--- config.mk ---
export PLATFORM = sky130hd
export DESIGN_NAME = uart_escape_link
export DESIGN_NICKNAME = d
export VERILOG_FILES = /design/src/rtl/uart_escape_link_pkg.sv /design/src/rtl/uart_escape_link_tx.sv /design/src/rtl/uart_escape_link.sv
export SDC_FILE = /design/constraint.sdc
export NUM_CORES = 1
export LEC_CHECK = 0
export ABC_AREA = 1
export ABC_CLOCK_PERIOD_IN_PS = 2000
export CAP_MARGIN = 10
export CORE_MARGIN = 2
export CORE_UTILIZATION = 37
export CTS_CLUSTER_DIAMETER = 200
export DETAILED_ROUTE_END_ITERATION = 8
export PLACE_DENSITY = 0.69
export SYNTH_ARGS = -nofsm -noshare
export SYNTH_HDL_FRONTEND = slang
export SYNTH_SLANG_ARGS = --single-unit
export TNS_END_PERCENT = 100
--- constraint.sdc ---
create_clock -name clk -period 2 [get_ports clk]
set_input_delay 0.3 -clock clk [delete_from_list [all_inputs] [get_ports clk]]
set_output_delay 0.3 -clock clk [all_outputs]
set_load 0.05 [all_outputs]
--- src/rtl/uart_escape_link_pkg.sv ---
// uart_escape_link_pkg: shared constants and FSM state types for the escaped UART link
package uart_escape_link_pkg;

    localparam logic [7:0] ESC_BYTE_DEFAULT = 8'hE0;

    typedef enum logic {
        RX_IDLE,
        RX_ESC
    } rx_state_t;

    typedef enum logic [1:0] {
        TX_IDLE,
        TX_ESC,
        TX_BYTE
    } tx_state_t;

endpackage

--- src/rtl/uart_escape_link_tx.sv ---
// uart_escape_link_tx: latches one TAP data/command byte and streams it escaped to the UART transmitter
module uart_escape_link_tx
    import uart_escape_link_pkg::*;
#(
    parameter logic [7:0] ESC_BYTE = ESC_BYTE_DEFAULT
) (
    input  logic       clk,
    input  logic       rst_n,
    input  logic       write,
    input  logic [7:0] data_send,
    input  logic       send_command,
    input  logic [7:0] command,
    output logic       tap_ready,
    output logic [7:0] tx_data,
    output logic       tx_valid,
    input  logic       tx_ready
);

    tx_state_t  state, state_nxt;
    logic [7:0] payload, payload_nxt;

    // state and latched payload registers
    always_ff @(posedge clk or negedge rst_n) begin
        if (!rst_n) begin
            state   <= TX_IDLE;
            payload <= '0;
        end else begin
            state   <= state_nxt;
            payload <= payload_nxt;
        end
    end

    // accept a request in idle (command wins), then emit optional escape and the payload
    always_comb begin
        state_nxt   = state;
        payload_nxt = payload;
        tx_valid    = 1'b0;
        tx_data     = '0;
        case (state)
            TX_IDLE: begin
                if (send_command) begin
                    payload_nxt = command;
                    state_nxt   = TX_ESC;
                end else if (write) begin
                    payload_nxt = data_send;
                    state_nxt   = (data_send == ESC_BYTE) ? TX_ESC : TX_BYTE;
                end
            end
            TX_ESC: begin
                tx_valid = 1'b1;
                tx_data  = ESC_BYTE;
                if (tx_ready) state_nxt = TX_BYTE;
            end
            TX_BYTE: begin
                tx_valid = 1'b1;
                tx_data  = payload;
                if (tx_ready) state_nxt = TX_IDLE;
            end
            default: state_nxt = TX_IDLE;
        endcase
    end

    assign tap_ready = (state == TX_IDLE);

endmodule

--- src/rtl/uart_escape_link.sv ---
// uart_escape_link: escape-decoding RX holding entry plus escaping TX path between UART and TAP
module uart_escape_link
    import uart_escape_link_pkg::*;
#(
    parameter logic [7:0] ESC_BYTE    = ESC_BYTE_DEFAULT,
    parameter int         ESC_TIMEOUT = 100000
) (
    input  logic       clk,
    input  logic       rst_n,
    input  logic [7:0] rx_data,
    input  logic       rx_valid,
    output logic       rx_ready,
    output logic [7:0] tx_data,
    output logic       tx_valid,
    input  logic       tx_ready,
    input  logic       read,
    output logic [7:0] data_rec,
    output logic       rx_empty,
    output logic       cmd_rec,
    input  logic       write,
    input  logic [7:0] data_send,
    input  logic       send_command,
    input  logic [7:0] command,
    output logic       tap_ready,
    output logic       esc_error
);

    localparam int CW = $clog2(ESC_TIMEOUT);

    rx_state_t     rx_state, rx_state_nxt;
    logic [CW-1:0] cnt, cnt_nxt;
    logic          valid, load, load_cmd, accept;

    assign rx_ready = !valid | read;
    assign rx_empty = !valid;
    assign accept   = rx_valid & rx_ready;

    // RX decoder state and escape timeout counter
    always_ff @(posedge clk or negedge rst_n) begin
        if (!rst_n) begin
            rx_state <= RX_IDLE;
            cnt      <= '0;
        end else begin
            rx_state <= rx_state_nxt;
            cnt      <= cnt_nxt;
        end
    end

    // decode escape sequences and abandon a dangling escape after the timeout
    always_comb begin
        rx_state_nxt = rx_state;
        cnt_nxt      = cnt;
        esc_error    = 1'b0;
        load         = 1'b0;
        load_cmd     = 1'b0;
        case (rx_state)
            RX_IDLE: begin
                if (accept) begin
                    if (rx_data == ESC_BYTE) begin
                        rx_state_nxt = RX_ESC;
                        cnt_nxt      = '0;
                    end else begin
                        load = 1'b1;
                    end
                end
            end
            RX_ESC: begin
                if (accept) begin
                    load         = 1'b1;
                    load_cmd     = (rx_data != ESC_BYTE);
                    rx_state_nxt = RX_IDLE;
                end else if (cnt == CW'(ESC_TIMEOUT - 1)) begin
                    esc_error    = 1'b1;
                    rx_state_nxt = RX_IDLE;
                    cnt_nxt      = '0;
                end else begin
                    cnt_nxt = cnt + 1'b1;
                end
            end
            default: rx_state_nxt = RX_IDLE;
        endcase
    end

    // single holding entry: a new decode overwrites, a read of a full entry empties it
    always_ff @(posedge clk or negedge rst_n) begin
        if (!rst_n) begin
            valid    <= 1'b0;
            cmd_rec  <= 1'b0;
            data_rec <= '0;
        end else if (load) begin
            valid    <= 1'b1;
            cmd_rec  <= load_cmd;
            data_rec <= rx_data;
        end else if (read) begin
            valid <= 1'b0;
        end
    end

    uart_escape_link_tx #(
        .ESC_BYTE(ESC_BYTE)
    ) u_tx (
        .clk         (clk),
        .rst_n       (rst_n),
        .write       (write),
        .data_send   (data_send),
        .send_command(send_command),
        .command     (command),
        .tap_ready   (tap_ready),
        .tx_data     (tx_data),
        .tx_valid    (tx_valid),
        .tx_ready    (tx_ready)
    );

endmodule

==> out/metrics.yaml, run 1 <==
clocking:
  cts_sinks: 38
  clk_latency_ns: 0.30
  numCtsBuffers: 5
  clkTransAtPathRegs_ns: 0.09
  root_buffer: "clkbuf_8"
  htree_levels: 2
  clockBufferDepth: 2
  cts_tree: "built"
logic_synthesis:
  synthAdderAreaFrac: 0.0210
  synth.yosys.warnings: 0
  synth.most_common_cell: "nand2_1"
  synthArstFlopShare: 1.00
  yosys-top-cells-count: "nand2_1, nor2_1, inv_1"
  synth_mux_area_frac: 0
  syn-instance-count: 347
  seq_area_frac_synth: 0.399
  synth_top_cell_area_share: 0.399
  synth_xor_xnor_area_share: 0.00735
  synth-edff-count: 0
  ys_seq_elements: 38
  synth.avg_cell_area_um2: 6.87
  synth_compound_area_frac: 0.0908
  synth_ff_type: "dfrtp_1"
  synth_top_family_by_area: "simple AND/OR/NAND/NOR gates"
  syn_nets: 382
  yosys-top-cells-area: "dfrtp_1, nand2_1, nor2_1"
  netlist_area_mm2: 0.00238
  ys_types: 31
  synth_top_area_cell: "dfrtp_1"
  yosys.area_share.simple: 0.385
layout:
  area_growth_pct: 40.8
  antenna_cells: 0
  drive_above_1_share: 0.180
  stdcell_area_mm2: 0.00336
  fin_nets: 450
  fin_cells: 493
placed_design:
  gp_congestion: 0.931
  dpl_cell_area_mm2: 0.00314
  io_buffers: 52
  dp_cells: 478
  hpwl_um: 4490
sta:
  clock-skew-final_ns: 0.0163
  setup-violations-final: 0
  slew_headroom: 0.656
  fmax_mhz: 502
  slew_violations: 0
  worstMarginPinSlew_ns: 0.515
  hold_violations: 0
  rsz0062_at_grt: "true"
  fin_crit_ns: 1.99
  period_share: 0.997
setup_path:
  startpoint_type: "register"
  critPathArrivalTime_ns: 1.69
  worstRegToRegCells: 5
  r2r_end: "u_tx.payload[3]"
  rr_startpoint: "u_tx.state[0]"
  reg2reg_slack_ns: 0.45
  crit_type: "reg2out"
  crit_required_ns: 1.70
  cp_max_fo: 4
  crit_path_end_kind: "output port"
grt:
  grt_pass1_wl_um: 10200
  grt_max_degree: 22
  antenna_found_initial: 0
  track_usage: 0.176
  grt-ovfl-total: 0
  grt_pass1_vias: 2329
run:
  maxCapViolCount: 0
power_and_ir_drop:
  power_mw: 3.15
  ir_worst_vdd_mv: 0.858
  power-per-cell-area_mw_per_mm2: 938
  p_leak_nw: 1.55
routing:
  first_iter_violations: 96
  drc_errors: 0
  routed_wl_um: 5820
  wl_met3_um: 428
  drtPass1Iterations: 4
  vias_per_cell: 4.86
  wire_per_inst_um: 11.8
  vias: 2396
  met1Wirelength_um: 2650
  routed.top_layer: "met4"
  met2_length_um: 2680
  postRouteAntennaNets: 0
outcome:
  status: "finished, final reports clean"
floorplan:
  core-area_mm2: 0.00628
  std_cell_rows: 29
  die-area_mm2: 0.00710
  die_h_um: 84.3
  ioPinCount: 53
  die_x_um: 84.3
  initial_core_util: 0.380
worst_hold_path:
  min_path_type: "in2async"
==> through the flow <==
stage / utilization / setup TNS, ns / setup slack, ns / hold WS (ns)
after floorplan: - / -1.14 / -0.192 / 0.00441
after global placement: 0.500 / 0 / 0.211 / 0.268
after detailed placement: 0.500 / 0 / 0.150 / 0.273
after CTS: 0.521 / 0 / 0.00243 / 0.480
after global routing: 0.535 / -0.0822 / -0.0822 / 0.503
final: 0.535 / 0 / 0.00667 / 0.471
==> report_power, final <==
group / switching (mW) / internal (mW) / total (mW)
sequential: 0.0751 / 0.915 / 0.990
clock: 0.296 / 0.371 / 0.668
combinational: 0.916 / 0.574 / 1.49
==> cell usage in the layout (no fill, tap or decap), types with 2 or more instances in the layout <==
cell / netlist / final
nand3_2: 1 / 3
inv_2: 6 / 6
nand2_1: 100 / 99
dfrtp_2: 0 / 3
clkdlybuf4s50_1: 0 / 39
nor2_4: 3 / 3
buf_12: 0 / 11
nor3_4: 0 / 2
ha_2: 0 / 2
nand2_2: 5 / 6
inv_1: 39 / 39
clkinvlp_4: 0 / 2
clkbuf_8: 0 / 5
a31oi_1: 4 / 4
ha_1: 4 / 2
nor2_2: 3 / 10
o21ai_1: 9 / 9
nor2_1: 54 / 47
nand4_1: 8 / 8
xor2_1: 2 / 2
o211ai_1: 5 / 5
o21ai_0: 16 / 16
dfrtp_1: 38 / 35
buf_4: 1 / 18
nand3_1: 30 / 28
==> area by class of cell <==
class                   instances  area (um2)
repair buffers                 70         761
clock inverters                 3        45.0
well taps                      77        96.3
flip-flops and latches         38         955
fillers                       601        2920
inverters                      46         173
multi-input cells             254        1260
clock buffers                   5        68.8
==> state kept, by name (all words and copies together) (netlist names) <==
signal,count
cnt,17
cmd_rec,1
valid,1
u_tx.payload,8
rx_state,1
data_rec,8
u_tx.state,2
==> critical path, cell delays in order (launching register included) <==
cell and delay, ns:
dfrtp_2 0.44, nor2_2 0.13, nand3_2 0.10, nor3_4 0.24, nand2_2 0.10, nor3_4 0.23, buf_12 0.16
==> how the worst max path moves through the flow <==
stage,from,to
after detailed placement,rx_data[6],cnt[13]
after global placement,rx_data[6],cnt[13]
after floorplan,u_tx.state[1],tx_data[5]
final,cnt[13],esc_error
after global routing,cnt[13],esc_error
after CTS,cnt[6],esc_error
==> cells by family (layout without fill, tap and decap cells) <==
logic type	Yosys count	in the layout
compound gates	38	38
xor+xnor	2	2
fa+ha+maj	4	4
buf+inv	55	124
flops	38	38
simple gates	210	210
==> metal layers <==
layer  up-vias  track usage
li1       1233            -
met1      1082        0.219
met2        75        0.294
met3         6       0.0511
met4         0       0.0543
met5         -            0
==> what timing repair did <==
action                                  CTS  global route
setup buffers                             0             6
endpoints found under the hold margin    17             0
gates resized for setup                   2            14
endpoints found under the setup margin    1             4
pin swaps                                 1             4
hold buffers                              1             0
Note: power is estimated with default switching activity, not from simulation.
==> run 2: changes to the inputs <==
RECOVER_POWER = 25   (was default)
SKIP_CTS_REPAIR_TIMING = 1   (was default)
==> run 2 against run 1 <==
Compared with the run above:
- setup slack better by 0.017 ns
- non-clock buffer count up 1
- routed wire length about the same
- clock-buffer cell count unchanged
- final cell count up 0.20%
- die area unchanged
==> out/metrics.yaml, run 2 (synthesized netlist as in run 1, its figures left out) <==
outcome:
  status: "finished, final reports clean"
grt:
  grt-ovfl-total: 0  # unchanged
  antenna_found_initial: 0  # unchanged
  grt_pass1_wl_um: 10200  # -0.21%
  grt_max_degree: 22  # unchanged
  track_usage: 0.175  # -0.000449
  grt_pass1_vias: 2325  # -0.17%
power_and_ir_drop:
  ir_worst_vdd_mv: 0.858  # about the same
  power_mw: 3.16  # +0.24%
  power-per-cell-area_mw_per_mm2: 934  # -0.43%
  p_leak_nw: 1.55  # +0.13%
layout:
  final_common_cell: "nand2_1"
  fin_nets: 451  # +0.22%
  layout_common_cells: "nand2_1, nor2_1, inv_1, clkdlybuf4s50_1, dfrtp_1"
  antenna_cells: 0  # unchanged
  drive_above_1_share: 0.185  # +0.00436
  largest-register: "cnt"
  reg_top3: "cnt (17), data_rec (8), u_tx.payload (8)"
  largest_register_ffs: 17  # unchanged
  area_growth_pct: 41.8
  stdcell_area_mm2: 0.00338  # +0.67%
setup_path:
  path_cells: "nor2_2 -> nand3_2 -> nor3_4 -> nand2_2 -> nor3_4 -> buf_12"
  cp_num_buf_inv: 1  # unchanged
  crit_required_ns: 1.70  # about the same
  startpoint_type: "register"
  cp_max_fo: 4  # unchanged
  rr_startpoint: "u_tx.state[0]"
  critPathLaunch: "cnt[6]"
  critPathArrivalTime_ns: 1.68  # about the same
  cp_top_family: "simple AND/OR/NAND/NOR gates"
  crit_type: "reg2out"
  crit_path_end_kind: "output port"
  slowest_stage: "dfrtp_2"
  max_stage_delay_ns: 0.45  # about the same
  crit_top_cell: "nor3_4"
floorplan:
  ioPinCount: 53  # unchanged
  die_x_um: 84.3  # unchanged
  initial_core_util: 0.380  # unchanged
  die_h_um: 84.3  # unchanged
  core-area_mm2: 0.00628  # unchanged
  die-area_mm2: 0.00710  # unchanged
  std_cell_rows: 29  # unchanged
routing:
  drtPass1Iterations: 4  # unchanged
  vias: 2391  # -0.21%
  drc_errors: 0  # unchanged
  routed_wl_um: 5820  # about the same
  postRouteAntennaNets: 0  # unchanged
  wire_per_inst_um: 11.8  # -0.27%
  first_iter_violations: 89  # -7.3%
  vias_per_cell: 4.84  # -0.41%
sta:
  fmax_mhz: 506  # +0.85%
  clock-skew-final_ns: 0.0131  # -0.00322 ns
  period_share: 0.988  # -0.00835
  slew_headroom: 0.272  # -0.384
  worstMarginPinSlew_ns: 1.09  # +0.578 ns
  slew_violations: 0  # unchanged
  hold_violations: 0  # unchanged
  setup-violations-final: 0  # unchanged
  rsz0062_at_grt: "true"
  tns_ns: 0  # unchanged
  fin_crit_ns: 1.98  # -0.0167 ns
clocking:
  htree_levels: 2  # unchanged
  numCtsBuffers: 5  # unchanged
  clkTransAtPathRegs_ns: 0.08  # about the same
  cts_sinks: 38  # unchanged
  cts_tree: "built"
  clk_latency_ns: 0.29  # about the same
  root_buffer: "clkbuf_8"
  clockBufferDepth: 2  # unchanged
placed_design:
  io_buffers: 52  # unchanged
  gp_congestion: 0.931  # unchanged
  dpl_cell_area_mm2: 0.00314  # unchanged
  hpwl_um: 4490  # unchanged
worst_hold_path:
  hold_start: "data_rec[7]"
  min_path_type: "reg2reg"
run:
  maxCapViolCount: 0  # unchanged
## run 2: changes by cell type in the layout (fill, tap and decap cells not counted), sizes merged
cell    previous run  this run
clkbuf             5         6
## run 2: final timing paths
kind	slack, ns	cells past startpoint	endpoint
max	0.02	6	esc_error
min	0.49	2	data_rec[7]
max reg2reg	0.45	5	u_tx.payload[3]
min reg2reg	0.49	2	data_rec[7]
max in group asynchronous	0.56	2	cnt[11]
min in group asynchronous	0.72	2	cnt[11]
## run 2: metrics by stage
stage,cells,util,setup WS (ns),hold slack [ns]
5_1_grt,494,0.538,-0.0802,0.530
4_1_cts,486,0.518,-0.0889,-0.0560
2_1_floorplan,347,-,-0.192,0.00441
3_3_place_gp,478,0.500,0.211,0.268
6_report,494,0.538,0.0234,0.487
3_5_place_dp,478,0.500,0.150,0.273
## run 2: cell type report
cell class | count | area (um2)
clock buffer | 5 | 68.8
clock inverter | 3 | 45.0
fill | 596 | 2900
inverter | 46 | 173
multi-input combinational | 254 | 1270
sequential | 38 | 956
tap | 77 | 96.3
timing repair buffer | 71 | 767
## run 2: worst reg2reg max path, cell delays in order, from the launching register on
cell,delay (ns)
dfrtp_1,0.40
inv_1,0.10
ha_1,0.26
o21a_1,0.45
o211ai_1,0.17
o21ai_0,0.11
## run 2: layer usage
layer | wire, um | GRT usage | part of all wire | up-vias
li1 | - | - | - | 1232
met1 | 2580 | 0.219 | 0.44 | 1064
met2 | 2710 | 0.293 | 0.47 | 91
met3 | 485 | 0.0511 | 0.083 | 4
met4 | 46 | 0.0543 | 0.0079 | 0
met5 | 0 | 0 | 0 | -
## run 2: power by group
part / leakage, nW / internal (mW) / switching, mW
sequential: 0.483 / 0.915 / 0.0812
combinational: 1.02 / 0.580 / 0.918
clock: 0.0504 / 0.371 / 0.291
total: 1.55 / 1.87 / 1.29
